### config.mk
export PLATFORM = sky130hd
export DESIGN_NAME = sine_sweep_master
export DESIGN_NICKNAME = d
export VERILOG_FILES = /design/src/rtl/sine_sweep_master.sv
export SDC_FILE = /design/constraint.sdc
export NUM_CORES = 1
export LEC_CHECK = 0
export CAP_MARGIN = 0
export CORE_MARGIN = 4
export CORE_UTILIZATION = 56
export CTS_CLUSTER_SIZE = 40
export DETAILED_ROUTE_END_ITERATION = 7
export GPL_TIMING_DRIVEN = 0
export PLACE_DENSITY = 0.84
export SLEW_MARGIN = 20
export SYNTH_ARGS = -nofsm -noshare
export SYNTH_HDL_FRONTEND = slang
export SYNTH_SLANG_ARGS = --single-unit
### constraint.sdc
create_clock -name Clk -period 6.6 [get_ports Clk]
set_input_delay 1.98 -clock Clk [delete_from_list [all_inputs] [get_ports Clk]]
set_output_delay 1.98 -clock Clk [all_outputs]
set_load 0.05 [all_outputs]
### src/rtl/sine_sweep_master.sv
// sine_sweep_master
//   Purpose : Avalon-MM style initiator that sweeps the frequency step of a
//             sine generator peripheral, samples its output register during
//             each dwell and reports the peak sample seen per step.
//   Ports   : Clk/Reset (async, active-high); Start (pulse) / Stop (abort);
//             bus side ChipSelect/Write/Read/Address/WriteData/ReadData
//             (zero-wait slave, ReadData valid the cycle after Read);
//             status Busy, PeakValid/PeakStep/PeakSample, Done.
//   Config  : define SINE_SWEEP_LOOP_EN to make the sweep wrap back to
//             STEP_START indefinitely (until Stop) instead of finishing once.
module sine_sweep_master #(
  parameter logic [31:0] STEP_START    = 32'd16,
  parameter logic [31:0] STEP_END      = 32'd48,
  parameter logic [31:0] STEP_INC      = 32'd16,
  parameter int unsigned DWELL_CYCLES  = 64,
  parameter int unsigned READ_INTERVAL = 8
) (
  input  logic        Clk,
  input  logic        Reset,
  input  logic        Start,
  input  logic        Stop,
  output logic        ChipSelect,
  output logic        Write,
  output logic        Read,
  output logic [1:0]  Address,
  output logic [31:0] WriteData,
  input  logic [31:0] ReadData,
  output logic        Busy,
  output logic        PeakValid,
  output logic [31:0] PeakStep,
  output logic [9:0]  PeakSample,
  output logic        Done
);

  localparam logic [31:0] DWELL_LAST = 32'(DWELL_CYCLES - 1);
  localparam logic [31:0] INTV_LAST  = 32'(READ_INTERVAL - 1);

  localparam logic [1:0] ADDR_STEP   = 2'd0;
  localparam logic [1:0] ADDR_ENABLE = 2'd1;
  localparam logic [1:0] ADDR_SAMPLE = 2'd2;

  typedef enum logic [3:0] {
    S_IDLE    = 4'd0,
    S_WR_STEP = 4'd1,
    S_WR_EN   = 4'd2,
    S_DWELL   = 4'd3,
    S_RD      = 4'd4,
    S_RD_CAP  = 4'd5,
    S_NEXT    = 4'd6,
    S_WR_DIS  = 4'd7,
    S_DONE    = 4'd8
  } state_e;

  state_e      state_q, state_d;

  logic [31:0] step_q, step_d;
  logic [31:0] dwell_q, dwell_d;
  logic [31:0] intv_q, intv_d;
  logic [9:0]  peak_q, peak_d;
  logic        first_q, first_d;
  logic        abort_q, abort_d;
  logic [31:0] pk_step_q, pk_step_d;
  logic [9:0]  pk_samp_q, pk_samp_d;

  // Only the low 10 bits of the sample register carry data.
  logic        unused_rdata;
  assign unused_rdata = ^ReadData[31:10];

  logic [9:0]  sample;
  assign sample = ReadData[9:0];

  // 33-bit add so a step near 2^32 cannot wrap back into range.
  logic [32:0] step_sum;
  logic        step_over;
  assign step_sum  = {1'b0, step_q} + {1'b0, STEP_INC};
  assign step_over = step_sum[32] || (step_sum[31:0] > STEP_END);

  logic dwell_last;     // exact expiry cycle, used while in DWELL
  logic dwell_expired;  // expiry reached during RD or RD_CAP (counter may be one past)
  logic intv_last;
  assign dwell_last    = (dwell_q == DWELL_LAST);
  assign dwell_expired = (dwell_q >= DWELL_LAST);
  assign intv_last     = (intv_q == INTV_LAST);

  // Abort takes effect in the cycle Stop is seen as well as from the flag.
  logic abort_now;
  assign abort_now = abort_q || Stop;

  // ---------------------------------------------------------------------
  // State register
  // ---------------------------------------------------------------------
  always_ff @(posedge Clk or posedge Reset) begin
    if (Reset) begin
      state_q <= S_IDLE;
    end else begin
      state_q <= state_d;
    end
  end

  // ---------------------------------------------------------------------
  // Next-state logic
  // ---------------------------------------------------------------------
  always_comb begin
    state_d = state_q;
    case (state_q)
      S_IDLE: begin
        if (Start && !Stop) state_d = S_WR_STEP;
      end
      S_WR_STEP: begin
        if (abort_now)    state_d = S_WR_DIS;
        else if (first_q) state_d = S_WR_EN;
        else              state_d = S_DWELL;
      end
      S_WR_EN: begin
        state_d = abort_now ? S_WR_DIS : S_DWELL;
      end
      S_DWELL: begin
        if (abort_now)       state_d = S_WR_DIS;
        else if (dwell_last) state_d = S_NEXT;
        else if (intv_last)  state_d = S_RD;
        else                 state_d = S_DWELL;
      end
      // A read in flight always completes its capture, even when aborting.
      S_RD: begin
        state_d = S_RD_CAP;
      end
      S_RD_CAP: begin
        if (abort_now)          state_d = S_WR_DIS;
        else if (dwell_expired) state_d = S_NEXT;
        else                    state_d = S_DWELL;
      end
      S_NEXT: begin
        if (abort_now) begin
          state_d = S_WR_DIS;
        end else if (step_over) begin
`ifdef SINE_SWEEP_LOOP_EN
          state_d = S_WR_STEP;
`else
          state_d = S_WR_DIS;
`endif
        end else begin
          state_d = S_WR_STEP;
        end
      end
      S_WR_DIS: begin
        state_d = abort_q ? S_IDLE : S_DONE;
      end
      S_DONE: begin
        state_d = S_IDLE;
      end
      default: begin
        state_d = S_IDLE;
      end
    endcase
  end

  // ---------------------------------------------------------------------
  // Datapath next-state: step, counters, peak tracking, flags
  // ---------------------------------------------------------------------
  always_comb begin
    step_d    = step_q;
    dwell_d   = dwell_q;
    intv_d    = intv_q;
    peak_d    = peak_q;
    first_d   = first_q;
    abort_d   = abort_q;
    pk_step_d = pk_step_q;
    pk_samp_d = pk_samp_q;

    case (state_q)
      S_IDLE: begin
        first_d = 1'b1;
        abort_d = 1'b0;
      end
      S_WR_STEP: begin
        first_d = 1'b0;
      end
      S_DWELL: begin
        dwell_d = dwell_q + 32'd1;
        intv_d  = intv_last ? 32'd0 : intv_q + 32'd1;
      end
      S_RD: begin
        dwell_d = dwell_q + 32'd1;
      end
      S_RD_CAP: begin
        dwell_d = dwell_q + 32'd1;
        if (sample > peak_q) peak_d = sample;
      end
      S_NEXT: begin
        peak_d = 10'd0;
`ifdef SINE_SWEEP_LOOP_EN
        step_d = step_over ? STEP_START : step_sum[31:0];
`else
        step_d = step_sum[31:0];
`endif
      end
      S_WR_DIS: begin
        if (abort_q) step_d = STEP_START;
        abort_d = 1'b0;
      end
      S_DONE: begin
        step_d = STEP_START;
      end
      default: begin
      end
    endcase

    // Stop is latched in every busy state except the closing WR_DIS/DONE.
    if (Stop && (state_q != S_IDLE) && (state_q != S_WR_DIS) && (state_q != S_DONE)) begin
      abort_d = 1'b1;
    end

    // Each dwell starts with fresh counters.
    if ((state_d == S_WR_STEP) && (state_q != S_WR_STEP)) begin
      dwell_d = 32'd0;
      intv_d  = 32'd0;
    end

    // Result registers load on entry to NEXT so they are valid alongside
    // PeakValid; peak_d already includes a capture in the same cycle.
    if ((state_d == S_NEXT) && (state_q != S_NEXT)) begin
      pk_step_d = step_q;
      pk_samp_d = peak_d;
    end
  end

  always_ff @(posedge Clk or posedge Reset) begin
    if (Reset) begin
      step_q    <= STEP_START;
      dwell_q   <= 32'd0;
      intv_q    <= 32'd0;
      peak_q    <= 10'd0;
      first_q   <= 1'b0;
      abort_q   <= 1'b0;
      pk_step_q <= 32'd0;
      pk_samp_q <= 10'd0;
    end else begin
      step_q    <= step_d;
      dwell_q   <= dwell_d;
      intv_q    <= intv_d;
      peak_q    <= peak_d;
      first_q   <= first_d;
      abort_q   <= abort_d;
      pk_step_q <= pk_step_d;
      pk_samp_q <= pk_samp_d;
    end
  end

  // ---------------------------------------------------------------------
  // Outputs: decoded from the state register (Moore)
  // ---------------------------------------------------------------------
  always_comb begin
    ChipSelect = 1'b0;
    Write      = 1'b0;
    Read       = 1'b0;
    Address    = ADDR_STEP;
    WriteData  = 32'd0;
    Busy       = (state_q != S_IDLE);
    PeakValid  = 1'b0;
    Done       = 1'b0;
    case (state_q)
      S_WR_STEP: begin
        ChipSelect = 1'b1;
        Write      = 1'b1;
        Address    = ADDR_STEP;
        WriteData  = step_q;
      end
      S_WR_EN: begin
        ChipSelect = 1'b1;
        Write      = 1'b1;
        Address    = ADDR_ENABLE;
        WriteData  = 32'd1;
      end
      S_RD: begin
        ChipSelect = 1'b1;
        Read       = 1'b1;
        Address    = ADDR_SAMPLE;
      end
      S_NEXT: begin
        PeakValid = 1'b1;
      end
      S_WR_DIS: begin
        ChipSelect = 1'b1;
        Write      = 1'b1;
        Address    = ADDR_ENABLE;
        WriteData  = 32'd0;
      end
      S_DONE: begin
        Done = 1'b1;
      end
      default: begin
      end
    endcase
  end

  assign PeakStep   = pk_step_q;
  assign PeakSample = pk_samp_q;

endmodule

==> run summary, run 1 <==
The flow ran to the end, and the final reports show no timing, DRC or antenna violations. The final standard cell area without fillers is 10280 µm², and the count of maximum capacitance violations is 0. The fraction of post-synthesis cell area in the top cell type by area is 0.4267, and the fraction of final layout cells sized beyond drive strength 1 is 0.08874. The clock-pin slew of the registers on the worst-case setup and hold paths was 0.06 ns; the flop and latch count out of synthesis was 146. The cell area that synthesis handed to floorplanning was 8504 µm². For the later-pin clock latency in the skew report, the log shows 0.43 ns. The top cell types in the final layout, fill and taps aside, are dfrtp_1 (145), clkdlybuf4s50_1 (88), o21ai_0 (67). The die area is 17220 µm², and the number of standard cells after synthesis is 921.

The number of stages on the worst hold path works out to 1. After detailed routing, the total wire length is 22.75 mm. In this run the critical register-to-register path is launched from intv_q[0]. By area the synthesized netlist is led by dfrtp_1 (43%), a211oi_1 (5.2%), o21ai_0 (3.9%). For the share of synthesized area occupied by flip-flops and latches, the log shows 0.4297. The final setup violation count is 0. Summing over every cut layer, the via total after detailed routing is 7816. CTS built an H-tree with a depth of 4. For the count of standard-cell rows, the log shows 44. For the max-slew violation total from the final report, the log shows 0. During placement, the flow inserted port buffers numbering 88. In the routed design, unresolved DRC markers number 0.

In the routed layout, each cell is associated on average with a via count of 6.344. The number of cells on the worst reg-to-reg path is 11. Yosys mapped a number of flops with a built-in enable equal to 0.

The antenna cell count is 0. The logs give 17 for the total CTS buffers and 3.67 ns for the arrival time reported for the critical path endpoint. VDD sags by at most 334.4 µV.

The tools report the maximum clock path buffer count as 2. The proportion of register bits with asynchronous set or reset after synthesis is 1.000. Setup TNS: 0 ns. The number of library cell types mapped by synthesis was 60; the post-cts gate resize count was 0.

TritonCTS built the clock tree. The run gives 4379 µm² as the total area of multi-input combinational cells. After detailed placement, the total cell area comes to 9678 µm². Timing analysis after detailed placement gives a worst setup slack of 1.466 ns. The run gives 0.2650 as the total global routing track utilization. The multiplexer area fraction after synthesis works out to 0.06915.

For this run the aggregate overflow at the end of global routing stands at 0. The Yosys step of the flow raised 0 warnings. The run gives 0.007111 ns as the clock skew. In the synthesized netlist the dominant register cell turns out to be dfrtp_1. The initial antenna violation count is 0, and the leakage dissipation is 4.374 nW. The die boundary width was 131.2 µm; the top fanout value on the critical path was 10. Kind of end point of the critical path: a primary output. Root cell of the clock tree: clkbuf_16. The critical path is of the flop to primary output type.

In this run the most critical hold path is launched from PeakSample[3]. The post-route clock period utilization was 0.8568; the number of global-route vias before repair was 7514. The run gives 97 as the maximum number of pins on one net before global-route repair. Setup repair after global routing left no endpoint under its margin.

The vertical die dimension was 131.2 µm. The worst-margin pin slew was 0.8200 ns; the post-synthesis average cell area was 9.234 µm². The worst register-to-register path ends at intv_q[1].

The effective utilization at floorplan came out at 0.5786. Category of the worst setup path launch point: a flop. Data on the critical path is required at its endpoint by 4.62 ns.

Final period demand of the worst path: 5.655 ns. For this design, the sink count on the clock tree is 146. The main combinational cell family by area after synthesis is simple AND/OR/NAND/NOR gates.

Static timing analysis puts the maximum clock frequency at 0.1768 GHz. The adder-cell area share of the yosys netlist is 0.02060, and the worst hold slack is 0.4896 ns. The final net count was 1085. The xor and xnor fraction of the mapped netlist area works out to 0.05561. Summed over all nets, the half-perimeter wirelength after detailed placement is 15.57 mm. For hold timing, the worst endpoint is PeakSample[3].

Once the clock tree was built, the setup fixing pass inserted 0 buffers. The core region is 14700 µm². Pin placement for this block handled 118 I/O pins. In the final layout, flip-flops and latches occupy 3655 µm².

The tools report the setup slack of the worst register-to-register path as 2.79 ns. For the worst slew margin relative to its limit, the log shows 0.4503. Area fraction in compound gates after synthesis: 0.1573.

The total chip power is 0.004376 W. The wire length per cell is 18.46 µm. The total power density per cell area was 425.7 nW/µm². The simple-gate share of the synthesized area was 0.2080; the weighted congestion at the end of routability-driven global placement was 0.9340.

The layout has 1093 filler cells. The number of buffers inserted for hold repair after clock tree synthesis was 0; the detailed-routing iteration count for the pre-antenna-repair pass was 5. The first global-routing pass estimated 38.02 mm of wire. Once detail routing completed, the nets flagged for antenna violations numbered 0. Setup slack on the critical path of the routed design comes to 0.9450 ns. The biggest area contributor in the post-synthesis netlist is dfrtp_1. The worst hold path belongs to the class flop to flop. The tools report the final hold violation count as 0. The area growth from synthesis to layout is 20.88%, and the initial DRC count is 900. The commonest non-fill, non-tap cell in the layout was dfrtp_1.
## power breakdown
group / total [W] / leakage [nW] / internal (W) / switching (W)
registers: 0.00136 / 1.98 / 0.00113 / 0.000233
logic: 0.00204 / 2.12 / 0.000665 / 0.00138
clock network: 0.000975 / 0.281 / 0.000586 / 0.000389
## layer usage
metal,global-route usage,share of wire,vias to the layer above
met4,0.08868,0.024,0
li1,-,-,3574
met2,0.4225,0.47,415
met1,0.3594,0.42,3768
met3,0.06346,0.086,59
met5,0,0,-
## worst max-delay path by stage
stage	start	endpoint	slack, ns
after floorplan	Reset	PeakSample[0]	0.70
after global placement	Reset	PeakSample[4]	-1.34
after CTS	state_q[2]	WriteData[13]	1.00
after detailed placement	state_q[2]	WriteData[13]	1.47
after global routing	state_q[2]	PeakValid	0.81
final	state_q[2]	PeakValid	0.95
## flip-flops by register name, indices dropped and copies added, names as in the netlist
signal and cells:
step_q 28, abort_q 1, dwell_q 32, first_q 1
PeakStep 28, state_q 4, PeakSample 10, peak_q 10
intv_q 32
## final cells by class
type / count / area share
Tap cell: 184 / 0.02240
Inverter: 33 / 0.01278
Buffer: 76 / 0.03688
Timing Repair Buffer: 89 / 0.08836
Clock buffer: 20 / 0.04540
Multi-Input combinational cell: 672 / 0.4260
Sequential cell: 146 / 0.3555
Clock inverter: 12 / 0.01266
## stage by stage
stage / cells / utilization
after floorplan: 927 / -
after global placement: 1199 / 0.6557
after detailed placement: 1200 / 0.6584
after CTS: 1232 / 0.6990
after global routing: 1232 / 0.6994
final: 1232 / 0.6994
## kinds of logic after synthesis
group,count (synthesis)
buffers and inverters,109
DFF,146
muxes,54
and+or+nand+nor,336
xor gates and xnor gates,54
adders and majority gates,14
other,1
AOI/OAI and AO/OA,207
## synthesized netlist by cell type (14+ instances only)
master,instances
xnor2_1,36
o21ai_0,67
and3_1,26
xor2_1,18
nor2_1,55
ha_1,14
inv_1,33
clkbuf_1,43
dfrtp_1,145
nand3_1,33
nor4_1,26
nor3_1,27
and2_1,31
mux2i_1,16
nand4_1,33
mux2_2,18
a21oi_1,23
nand2_1,65
mux2_1,20
a211oi_1,59
## worst max-delay path, stage by stage (launching register included)
cell	delay (ns)
dfrtp_1	0.32
clkbuf_1	0.28
inv_1	0.17
nor2_1	0.16
nand2_1	0.06
or2_2	0.26
clkbuf_1	0.21
inv_1	0.28
clkbuf_1	0.56
clkdlybuf4s50_1	0.94
Power figures use the tool's default switching activity.
==> run 2, diff against run 1 <==
--- a/config.mk
+++ b/config.mk
@@ -12,7 +12,7 @@
 export DETAILED_ROUTE_END_ITERATION = 7
 export GPL_TIMING_DRIVEN = 0
 export PLACE_DENSITY = 0.84
-export SLEW_MARGIN = 20
+export SLEW_MARGIN = 10
 export SYNTH_ARGS = -nofsm -noshare
 export SYNTH_HDL_FRONTEND = slang
 export SYNTH_SLANG_ARGS = --single-unit
==> run 2 against run 1 <==
  * Combinational power hardly changed
  * Fmax is 0.38% lower
  * Final cell count stayed put
  * Flip-flop and latch count stayed put
  * Via count is 0.18% lower
  * Register-to-register slack better by 0.10 ns
  * Worst hold slack better by 0.0031 ns
  * Non-clock buffer count stayed put
  * Clock skew is 0.0028 ns higher
  * Routed wire length is 0.58% lower
==> run summary, run 2 (synthesized netlist as in run 1, its figures left out) <==
The tools report the final setup violation count as 0 (unchanged). The later-pin clock latency in the skew report is 0.43 ns (about the same). The tools report the total global routing track utilization as 0.2598 (was 0.2650).

The worst-margin pin slew is 0.8793 ns (was 0.8200 ns), and the clock skew is 0.009897 ns (was 0.007111 ns). The worst slew margin relative to its limit is 0.4106 (was 0.4503), and the setup slack of the worst register-to-register path is 2.89 ns (was 2.79 ns). The count of standard-cell rows came out at 44 (unchanged). The worst reg-to-reg path cell count is 11 (unchanged), and the number of global-route vias before repair is 7349 (was 7514).

The remaining global-route overflow was 0 (unchanged); the area taken by flip-flops and latches was 3655 µm² (unchanged). Setup repair after global routing left no endpoint under its margin. The path category of the worst min-delay check is flop to flop (unchanged). The critical-path cell with the highest stage delay is clkdlybuf4s50_1 (unchanged).

The reg-to-reg critical path startpoint is intv_q[0] (unchanged). TritonCTS built the clock tree. The endpoint of the worst-slack reg-to-reg timing path is dwell_q[28] (was intv_q[1]). Top library cells by usage in the layout, fill and taps aside: dfrtp_1 (145), clkdlybuf4s50_1 (88), o21ai_0 (67) (unchanged). For the max-slew violation total from the final report, the log shows 0 (unchanged).

Highest attainable clock frequency: 0.1762 GHz (was 0.1768 GHz). Highest cell delay on the worst timing path: 0.81 ns (was 0.94 ns). The cell area reported after detailed placement was 9678 µm² (unchanged).

The per-cell via count in the routed design was 6.333 (was 6.344); the post-route antenna net violation count was 0 (unchanged). The area growth from synthesis to layout is 20.76% (was 20.88%). The initial DRC count is 944 (was 900), and the number of setup buffers added after CTS is 0 (unchanged). The detailed-placement wirelength estimate is 15.51 mm (was 15.57 mm), and the maximum clock path buffer count is 2 (unchanged). Kind of critical path: flop to primary output (unchanged).

The final hold violation count was 0 (unchanged); the total area of multi-input combinational cells was 4379 µm² (unchanged). The post-route clock period utilization was 0.8601 (was 0.8568); the weighted congestion at the end of routability-driven global placement was 0.9340 (unchanged). The clock-pin slew of the registers on the worst-case setup and hold paths came out at 0.06 ns (about the same).

The fraction of final layout cells sized beyond drive strength 1 was 0.08779 (was 0.08874). The effective utilization at floorplan was 0.5786 (unchanged); the total CTS buffers was 17 (unchanged). Count of input and output buffers: 88 (unchanged).

Worst path cell trace: clkbuf_1 > clkbuf_1 > nor3_2 > clkbuf_1 > and2_1 > clkdlybuf4s50_1 (was clkbuf_1 > inv_1 > nor2_1 > nand2_1 > or2_2 > clkbuf_1 > inv_1 > clkbuf_1 > clkdlybuf4s50_1). The cell seen most often among critical-path stages is clkbuf_1 (unchanged). The commonest non-fill, non-tap cell in the layout was dfrtp_1 (unchanged). The cell total after placement came out at 1200 (unchanged).

For the first-pass GRT wire length, the log shows 37.32 mm (was 38.02 mm). Final standard cell area without fillers: 10270 µm² (was 10280 µm²). The worst path required time was 4.62 ns (about the same); the leakage dissipation was 4.371 nW (was 4.374 nW).

The vertical die dimension was 131.2 µm (unchanged); the top-level port count was 118 (unchanged). The post-detailed-route DRC marker count came out at 0 (unchanged). For the die area, the log shows 17220 µm² (unchanged). The kind of end point of the critical path was a primary output (unchanged). The tools report the peak ir drop on the vdd network as 375.5 µV (was 334.4 µV). The flow ran to the end, and the final reports show no timing, DRC or antenna violations.

The wire length per cell works out to 18.35 µm (was 18.46 µm). The run gives 1232 (unchanged) as the number of standard cells in the layout, taps in and fillers out. For the wire length reported by the detailed router, the log shows 22.61 mm (was 22.75 mm). The tools report the detailed-routing iteration count for the pre-antenna-repair pass as 6 (was 5).

The destination of the worst hold path is PeakSample[3] (unchanged). The final period demand of the worst path works out to 5.677 ns (was 5.655 ns). Category of the worst setup path launch point: a flop (unchanged).

The number of H-tree levels is 4 (unchanged), and the number of stages on the worst hold path is 1 (unchanged). The total power density per cell area was 425.4 nW/µm² (was 425.7 nW/µm²); the worst hold slack was 0.4927 ns (was 0.4896 ns). Initial antenna violation count: 0 (unchanged).

The tools report the total number of vias as 7802 (was 7816). The run gives 14700 µm² (unchanged) as the total core area. Root cell of the clock tree: clkbuf_16 (unchanged). The tools report the count of maximum capacitance violations as 0 (unchanged). Largest registers: dwell_q (32), intv_q (32) (unchanged). The tools report the setup TNS as 0 ns (unchanged). The top fanout value on the critical path is 10 (unchanged). The worst hold path startpoint is PeakSample[3] (unchanged). The tools report the antenna cell count as 0 (unchanged).

The run gives 0 (unchanged) as the post-cts gate resize count. The total number of clock tree sinks was 146 (unchanged); the maximum number of pins on one net before global-route repair was 120 (was 97). For the number of filler cells placed in the layout, the log shows 1078 (was 1093). The number of buffers inserted for hold repair after clock tree synthesis came out at 0 (unchanged). The die boundary width works out to 131.2 µm (unchanged). Arrival time reported for the critical path endpoint: 3.70 ns (was 3.67 ns). The run gives 1085 (unchanged) as the final net count.
-- run 2: cell types whose count changed in the layout (fill, tap and decap cells not counted) --
| cell | before | now |
|---|---|---|
| inv_6 | 2 | 3 |
| clkbuf_1 | 43 | 44 |
| clkinv_4 | 0 | 5 |
| clkinvlp_4 | 5 | 3 |
| clkinv_2 | 3 | 1 |
| clkbuf_8 | 3 | 0 |
-- run 2: power breakdown --
part           leakage (nW)  internal (W)  switching [W]
sequential             1.98       0.00113       0.000229
clock                 0.277      0.000561       0.000407
combinational          2.12      0.000665        0.00138
total                  4.37       0.00235        0.00202
-- run 2: cell type report --
| type | count | area share |
|---|---|---|
| Sequential cell | 146 | 0.3559 |
| Clock buffer | 18 | 0.04179 |
| Buffer | 76 | 0.03692 |
| Timing Repair Buffer | 89 | 0.08845 |
| Clock inverter | 14 | 0.01535 |
| Tap cell | 184 | 0.02242 |
| Inverter | 33 | 0.01279 |
| Multi-Input combinational cell | 672 | 0.4264 |
-- run 2: metal layers --
layer  GRT usage  routed length, µm  vias to the layer above
met5           0                  0                        -
met4     0.07993                487                        0
met3     0.06154               2018                       61
met2      0.4087              10520                      415
met1      0.3604               9586                     3755
li1            -                  -                     3571
-- run 2: stage by stage --
stage	total power, W	util	setup slack, ns
floorplan	0.002734	-	0.6987
global placement	0.003295	0.6557	-1.343
detailed placement	0.003356	0.6584	1.473
CTS	0.004336	0.6983	1.010
global route	0.004609	0.6987	0.8331
finish	0.004368	0.6987	0.9233
-- run 2: worst max-delay path, delay by kind of cell, from the launching register on --
family        cells  cell delay, ns
buf+inv           4            1.90
simple gates      2            1.01
flops             1            0.35
-- run 2: worst max path at each step --
stage,from,to,slack [ns],cells past startpoint
after floorplan,Reset,PeakSample[0],0.70,1
after CTS,state_q[2],WriteData[13],1.01,6
after global routing,state_q[2],WriteData[13],0.83,6
after detailed placement,state_q[2],WriteData[13],1.47,6
final,state_q[2],WriteData[13],0.92,6
after global placement,Reset,PeakSample[4],-1.34,2
==> run 3, diff against run 2 <==
--- a/config.mk
+++ b/config.mk
@@ -5,7 +5,7 @@
 export SDC_FILE = /design/constraint.sdc
 export NUM_CORES = 1
 export LEC_CHECK = 0
-export CAP_MARGIN = 0
+export CAP_MARGIN = 20
 export CORE_MARGIN = 4
 export CORE_UTILIZATION = 56
 export CTS_CLUSTER_SIZE = 40
==> run 3 against run 2 <==
  * Critical path depth rose by 3
  * Clock skew barely moved
  * Clock power barely moved
  * Critical endpoint is now PeakValid
==> run summary, run 3 (synthesized netlist as in run 1, its figures left out) <==
The cell seen most often among critical-path stages is clkbuf_1 (unchanged). The routed metal-1 wirelength is 9.491 mm (was 9.586 mm), and the number of standard cells in the layout, taps in and fillers out is 1233 (was 1232). The peak ir drop on the vdd network was 426.3 µV (was 375.5 µV). The count of input and output buffers came out at 88 (unchanged).

Root cell of the clock tree: clkbuf_16 (unchanged). The clock-pin slew of the registers on the worst-case setup and hold paths works out to 0.06 ns (about the same). The highest cell delay on the worst timing path was 0.94 ns (was 0.81 ns). The run gives 9683 µm² (was 9678 µm²) as the cell area reported after detailed placement. The count of maximum capacitance violations is 0 (unchanged).

The logs give 0.5786 (unchanged) for the effective utilization at floorplan and 4 (unchanged) for the number of H-tree levels. The post-route clock period utilization is 0.8555 (was 0.8601). The area growth from synthesis to layout is 21.04% (was 20.76%). The number of stages on the worst hold path was 1 (unchanged). The total number of vias is 7675 (was 7802), and the fraction of final layout cells sized beyond drive strength 1 is 0.08770 (was 0.08779).

The run gives 22.20 mm (was 22.61 mm) as the wire length reported by the detailed router. Worst-margin pin slew: 0.8973 ns (was 0.8793 ns). The cell total after placement came out at 1201 (was 1200). The first-pass GRT wire length was 37.10 mm (was 37.32 mm).

The run gives 1.828 mm (was 2.018 mm) as the routed length on met3. The total power density per cell area works out to 426.9 nW/µm² (was 425.4 nW/µm²). The logs give 0 (unchanged) for the final hold violation count and 44 (unchanged) for the count of standard-cell rows.

The top routing layer in use was met4 (unchanged). Largest registers: dwell_q (32), intv_q (32) (unchanged). For the clock skew, the log shows 0.009536 ns (was 0.009897 ns). Commonest non-fill, non-tap cell in the layout: dfrtp_1 (unchanged).

The wire length per cell works out to 18.00 µm (was 18.35 µm). The run gives 0 (unchanged) as the number of buffers inserted for hold repair after clock tree synthesis. The worst path required time came out at 4.62 ns (about the same).

For the max-slew violation total from the final report, the log shows 0 (unchanged). The logs give 2.79 ns (was 2.89 ns) for the setup slack of the worst register-to-register path and 0.3986 (was 0.4106) for the worst slew margin relative to its limit. The maximum clock path buffer count is 2 (unchanged), and the post-cts gate resize count is 0 (unchanged). The routed length on met2 came out at 10.52 mm (about the same).

The total core area was 14700 µm² (unchanged). The run gives 0.43 ns (about the same) as the later-pin clock latency in the skew report. The kind of critical path was flop to primary output (unchanged).

The run gives 0.9340 (unchanged) as the weighted congestion at the end of routability-driven global placement. The tools report the post-route core utilization as 0.7003 (was 0.6987). The number of filler cells placed in the layout was 1075 (was 1078). Worst path cell trace: clkbuf_1 > inv_1 > nor2_1 > nand2_1 > or2_2 > clkbuf_1 > inv_1 > clkbuf_1 > clkdlybuf4s50_1 (was clkbuf_1 > clkbuf_1 > nor3_2 > clkbuf_1 > and2_1 > clkdlybuf4s50_1). The per-cell via count in the routed design is 6.225 (was 6.333).

Antenna cell count: 0 (unchanged). The run finished with clean final reports. The category of the worst setup path launch point was a flop (unchanged). For the detailed-routing iteration count for the pre-antenna-repair pass, the log shows 6 (unchanged). The remaining global-route overflow was 0 (unchanged).

The final net count was 1086 (was 1085); the total global routing track utilization was 0.2594 (was 0.2598). The arrival time reported for the critical path endpoint is 3.67 ns (was 3.70 ns). The post-detailed-route DRC marker count is 0 (unchanged).

The vertical die dimension is 131.2 µm (unchanged), and the top-level port count is 118 (unchanged). The worst reg-to-reg path cell count is 11 (unchanged), and the initial DRC count is 876 (was 944). The number of global-route vias before repair is 7319 (was 7349). TritonCTS built the clock tree. The total number of clock tree sinks is 146 (unchanged).

Top library cells by usage in the layout, fill and taps aside: dfrtp_1 (145), clkdlybuf4s50_1 (88), o21ai_0 (67) (unchanged). The total CTS buffers was 17 (unchanged). The highest attainable clock frequency came out at 0.1771 GHz (was 0.1762 GHz). The final standard cell area without fillers is 10290 µm² (was 10270 µm²). Final setup violation count: 0 (unchanged). The final period demand of the worst path came out at 5.646 ns (was 5.677 ns).

The critical-path cell with the highest stage delay is clkdlybuf4s50_1 (unchanged). The die area is 17220 µm² (unchanged). The path category of the worst min-delay check is flop to flop (unchanged).

The number of setup buffers added after CTS is 0 (unchanged). The tools report the leakage dissipation as 4.384 nW (was 4.371 nW). The run gives 0 (unchanged) as the initial antenna violation count. The die boundary width was 131.2 µm (unchanged); the post-route antenna net violation count was 0 (unchanged).

The kind of end point of the critical path was a primary output (unchanged). The maximum number of pins on one net before global-route repair is 120 (unchanged). Setup repair after global routing left no endpoint under its margin. The detailed-placement wirelength estimate came out at 15.52 mm (was 15.51 mm). The top fanout value on the critical path came out at 10 (unchanged).
run 3: changes by cell type in the layout (fill, tap and decap cells not counted), sizes merged:
cell,before,now
bufinv,2,3
clkinv,6,5
buf,32,33
run 3: path summary, 6_finish.rpt:
path,from,end
max,state_q[2],PeakValid
min,PeakStep[7],PeakStep[7]
max reg2reg,intv_q[0],intv_q[2]
min reg2reg,PeakStep[7],PeakStep[7]
max in group asynchronous,Reset,intv_q[21]
min in group asynchronous,Reset,PeakStep[18]
run 3: layer usage:
metal | vias to the layer above | track usage
met5 | - | 0
met2 | 355 | 0.4119
met3 | 36 | 0.05925
li1 | 3574 | -
met1 | 3710 | 0.3598
met4 | 0 | 0.07585
run 3: power by group:
part / internal, W / switching, W / leakage [nW]
combinational: 0.000667 / 0.00137 / 2.12
clock: 0.000600 / 0.000400 / 0.289
sequential: 0.00113 / 0.000226 / 1.98
total: 0.00239 / 0.00200 / 4.38
run 3: final cells by class:
class	instances	area, µm²	share of cell area
multi-input combinational	672	4374	0.4249
sequential	146	3655	0.3551
timing repair buffer	90	913.4	0.08873
clock buffer	18	429.2	0.04169
buffer	76	379.1	0.03683
tap	184	230.2	0.02237
clock inverter	14	181.4	0.01762
inverter	33	131.4	0.01276
run 3: stage by stage:
step / setup WS, ns / total power (W) / setup TNS (ns) / hold slack, ns
floorplan: 0.6987 / 0.002734 / 0 / 0.4808
global placement: -1.343 / 0.003295 / -192.93 / 0.4736
detailed placement: 1.454 / 0.003361 / 0 / 0.4805
CTS: 0.9935 / 0.004375 / 0 / 0.4956
global route: 0.7747 / 0.004645 / 0 / 0.5153
finish: 0.9538 / 0.004394 / 0 / 0.4934
run 3: critical path, delay by kind of cell, from the launching register on:
family	cells	cell delay, ns
buffers and inverters	6	2.42
and+or+nand+nor	3	0.49
DFF	1	0.32
